--- config.mk ---
export PLATFORM = sky130hd
export DESIGN_NAME = bus_width_fifo
export DESIGN_NICKNAME = d
export VERILOG_FILES = /design/src/rtl/bus_width_fifo.sv
export SDC_FILE = /design/constraint.sdc
export NUM_CORES = 2
export LEC_CHECK = 0
export BUFFER_PORTS_ARGS = -buffer_cell sky130_fd_sc_hd__clkbuf_2
export CORE_AREA = 2 2 364 366
export CTS_CLUSTER_DIAMETER = 50
export CTS_CLUSTER_SIZE = 10
export DETAILED_ROUTE_END_ITERATION = 12
export DIE_AREA = 0 0 366 368
export GPL_TIMING_DRIVEN = 1
export PLACE_DENSITY = 0.79
export SETUP_SLACK_MARGIN = 0.2
export SLEW_MARGIN = 20
export SYNTH_ARGS = -nofsm -noshare
export SYNTH_HDL_FRONTEND = slang
export SYNTH_SLANG_ARGS = --single-unit
--- constraint.sdc ---
create_clock -name clk -period 18.74 [get_ports clk]
set_input_delay 3.748 -clock clk [delete_from_list [all_inputs] [get_ports clk]]
set_output_delay 3.748 -clock clk [all_outputs]
set_load 0.02 [all_outputs]
--- src/rtl/bus_width_fifo.sv ---
// Write-wide / read-narrow FIFO: each accepted write stores RATIO lanes of OUT_W bits (lane 0 first).
// Read latency is 1 cycle (registered head), or 0 when FWFT_EN is defined (first-word fall-through).
// Backpressure: write_ready drops when fewer than RATIO words are free; rejected pushes and pops set sticky error flags.
module bus_width_fifo #(
    parameter int OUT_W = 64,
    parameter int RATIO = 2,
    parameter int DEPTH = 32
) (
    input  logic                     clk,
    input  logic                     rst,
    input  logic                     write_en,
    input  logic [OUT_W*RATIO-1:0]   write_data,
    output logic                     write_ready,
    input  logic                     read_en,
    output logic [OUT_W-1:0]         read_data,
    output logic                     read_valid,
    output logic [$clog2(DEPTH):0]   count,
    output logic                     fifo_full,
    output logic                     fifo_half_full,
    output logic                     fifo_empty,
    output logic                     overflow,
    output logic                     underflow
);

    localparam int PTR_W = $clog2(DEPTH);
    localparam int CNT_W = PTR_W + 1;

    logic [OUT_W-1:0] mem [DEPTH];
    logic [PTR_W-1:0] write_ptr;
    logic [PTR_W-1:0] read_ptr;
    logic             wr_acc;
    logic             rd_acc;

    // Credit is based on the registered count only; a same-cycle pop never funds a push.
    assign write_ready    = (count <= CNT_W'(DEPTH - RATIO));
    assign fifo_full      = (count == CNT_W'(DEPTH));
    assign fifo_half_full = (count >= CNT_W'(DEPTH / 2));
    assign fifo_empty     = (count == '0);

    assign wr_acc = write_en && write_ready;
    assign rd_acc = read_en && !fifo_empty;

    // write_ptr stays RATIO-aligned, so a beat's lanes never straddle the wrap.
    always_ff @(posedge clk) begin
        if (!rst && wr_acc) begin
            for (int k = 0; k < RATIO; k++) begin
                mem[write_ptr + PTR_W'(k)] <= write_data[k*OUT_W +: OUT_W];
            end
        end
    end

    always_ff @(posedge clk) begin
        if (rst) begin
            write_ptr <= '0;
            read_ptr  <= '0;
            count     <= '0;
            overflow  <= 1'b0;
            underflow <= 1'b0;
        end else begin
            if (wr_acc) begin
                write_ptr <= write_ptr + PTR_W'(RATIO);
            end
            if (rd_acc) begin
                read_ptr <= read_ptr + PTR_W'(1);
            end
            case ({wr_acc, rd_acc})
                2'b10:   count <= count + CNT_W'(RATIO);
                2'b01:   count <= count - CNT_W'(1);
                2'b11:   count <= count + CNT_W'(RATIO - 1);
                default: count <= count;
            endcase
            if (write_en && !write_ready) begin
                overflow <= 1'b1;
            end
            if (read_en && fifo_empty) begin
                underflow <= 1'b1;
            end
        end
    end

`ifdef FWFT_EN
    assign read_data  = mem[read_ptr];
    assign read_valid = !fifo_empty && !rst;
`else
    always_ff @(posedge clk) begin
        if (rst) begin
            read_data  <= '1;
            read_valid <= 1'b0;
        end else begin
            read_valid <= rd_acc;
            if (rd_acc) begin
                read_data <= mem[read_ptr];
            end
        end
    end
`endif

endmodule

==> out/metrics.cfg <==
[status]
status = finished clean

[clock_tree]
clock-sinks = 2130
postCtsSetupBuffers = 0
ctsResizeCount = 0
cts_tree = done
cts-htree-levels = 4
worst_skew_pair.late_latency_ns = 0.85
path_clk_slew_ns = 0.06
clockRootBuffer = clkbuf_16
cts_buffer_depth = 3
cts_hold_buf = 0
numCtsBuffers = 233

[floorplanning]
ioPinCount = 209
coreArea_um2 = 130800
die_h_um = 368
start_util = 0.6152
row_count = 133
dieArea_um2 = 134700
die_x_um = 366

[grt]
grt_max_degree = 138
grt-ovfl-total = 0
gr-usage-all-layers = 0.2767
grt_pass1_wl_mm = 272.2
antenna_found_initial = 12
grt_pass1_vias = 40730

[yosys]
synth.area.top_cells = edfxtp_1 (76%), mux4_2 (14%), dfxtp_1 (2.0%)
synth_cells = 3533
syn-cell-area_um2 = 80470
synth_top_area_cell = edfxtp_1
syn_area_per_cell_um2 = 22.78
ys_dominant_reg_cell = edfxtp_1
seq_area_frac_synth = 0.7847
synth_seq_cells = 2130
syn_nets = 3673
yosysUniqueCellTypes = 52
synthArstFlopShare = 0
yosys_warnings = 0
synth_top_area_frac = 0.7643
synth_edf_count = 2048

[drt]
route.detailed.drc = 0
via_per_inst = 6.725
first_pass_iters = 6
wl_mm = 182.9
drt-initial-drc-count = 5160
drt-wirelength-per-cell_um = 31.54
vias = 39000
detail-route-antenna-nets = 0

[critical_path]
crit_slowest_cell = nor2_4
start_kind = input pin
slowest_delay_ns = 0.85
end_kind = register
worst-path-max-fanout = 52
critPathArrivalTime_ns = 7.25
crit_required_ns = 19.20
crit_top_cell = buf_4
worstSetupPathType = input pin to register
crit_chain = clkbuf_2 > inv_1 > a311oi_1 > buf_4 > nand3_1 > nor2_4 > buf_4 > buf_4
r2r_setup_slack_ns = 13.85

[layout]
postLayoutCellArea_um2 = 90310
layout.nets = 3974
area_growth_pct = 12.23
utilization = 0.6904
stdcell_count = 5799
drive_gt1_frac = 0.2743
fill_cells = 7471

[run]
cap_violations = 0

[sta]
relSlewSlack = 0.2333
rsz0062_at_grt = false
worst_pin_slew_ns = 1.150
fin_setup_tns_ns = 0
clock_skew_ns = 0.04049
period_minus_slack_ns = 6.794
hold_viol_final = 0
finalCritPeriodShare = 0.3625
fmax_ghz = 0.1472
hold_ws_ns = 0.4751
finalSetupViolCount = 0
drv_slew = 0

[placement]
dpl_cell_area_um2 = 83400
hpwlAfterDp_mm = 93.60
port_buffers = 208
place_congestion = 0.7608
placed_cells = 5353

[power]
vdd_drop_max_uv = 130.3
p_leak_nw = 27.62
powerDensity_nw_per_um2 = 128.8

[worst_hold_path]
hp-class = register to register

## cell families (layout without fill, tap and decap cells)
| kind of cell | Yosys count | after routing | share of synthesized area |
|---|---|---|---|
| other cells | 0 | 9 | 0 |
| compound gates | 391 | 391 | 0.03307 |
| xor+xnor | 13 | 13 | 0.001415 |
| mux | 640 | 640 | 0.1573 |
| flops | 2130 | 2130 | 0.7847 |
| buf+inv | 208 | 710 | 0.01294 |
| simple gates | 143 | 143 | 0.009283 |
| fa+ha+maj | 8 | 8 | 0.001337 |
## sequential cells by signal (all words and copies together), names as in the netlist
register and cells:
read_ptr 5, underflow 1, write_ptr 4, mem 2048
read_data 64, count 6, overflow 1, read_valid 1
## cells in the mapped netlist, types with 3 or more instances
library cell,instances
buf_4,18
buf_1,12
a221o_1,37
o221ai_1,41
a21oi_1,122
nand4_1,3
buf_6,13
nor3_1,5
nor2_1,30
nand3b_1,4
xor2_1,8
xnor2_1,5
nand2b_1,5
mux2i_1,92
o21ai_1,8
nor2b_1,39
dfxtp_1,82
o22ai_1,34
clkbuf_1,87
mux4_2,494
or3_1,10
buf_2,76
o21ai_0,39
mux2_2,54
edfxtp_1,2048
a22o_1,18
nand2_1,33
a211oi_1,60
a22oi_1,18
ha_1,7
## worst paths after layout
path         cells after the start       endpoint          start
max                              8    mem[30][25]       write_en
min                              2  read_data[63]  read_data[63]
max reg2reg                      8  read_data[22]    read_ptr[1]
min reg2reg                      2  read_data[63]  read_data[63]
## area by class of cell
cell class	instances	area [um^2]	area share
Clock buffer	420	6585	0.07292
Antenna cell	9	22.52	0.0002494
Timing Repair Buffer	272	1635	0.01811
Sequential cell	2130	63150	0.6993
Multi-Input combinational cell	1195	16440	0.1821
Tap cell	1755	2196	0.02432
Inverter	2	7.507	0.00008313
Clock inverter	16	264.0	0.002923
## critical path: cells and delay by family
family	cells	cell delay, ns
buf+inv	5	1.93
compound gates	1	0.25
simple gates	2	1.14
## metal layers
layer  routed length [um]  global-route usage  vias up
met5                   28                   0        -
met4                 4870             0.08808        4
met3                17230             0.05295      338
met2                93290              0.4578     2379
met1                67480              0.3791    20520
li1                     -                   -    15750
## through the flow
stage          setup WS, ns  total power, mW
3_5_place_dp          11.12            7.592
4_1_cts               12.00            11.70
2_1_floorplan         1.120            7.094
5_1_grt               11.83            12.01
6_report              11.95            11.63
3_3_place_gp          11.23            7.557
## where the power goes
part           total [mW]  switching, mW  internal [mW]
Sequential           5.48          0.124           5.35
Combinational        2.04           1.07          0.973
Clock                4.12           1.75           2.36
Total                11.6           2.94           8.69
## placed cells by master (no fill, tap or decap), types with 3 or more instances in the layout
cell	Yosys	layout
o21ai_1	8	8
nor2_1	30	18
mux2i_1	92	92
buf_12	0	7
mux4_2	494	494
mux2_2	54	54
xor2_1	8	8
a221o_1	37	37
a22oi_1	18	18
nor3_2	0	4
nand3b_1	4	4
inv_6	0	4
nand4_1	3	3
nor2_4	0	11
a22o_1	18	18
or3_1	10	10
nand2b_1	5	4
diode_2	0	9
dfxtp_1	82	78
nand2_1	33	32
nor2b_1	39	36
buf_4	18	56
a21oi_1	122	122
clkinv_16	0	5
clkbuf_16	0	235
clkbuf_1	87	184
xnor2_1	5	5
dfxtp_4	0	3
ha_1	7	7
o221ai_1	41	41
a211oi_1	60	60
o22ai_1	34	34
clkbuf_2	0	207
o21ai_0	39	39
edfxtp_1	2048	2048
Note: power is estimated with default switching activity, not from simulation.
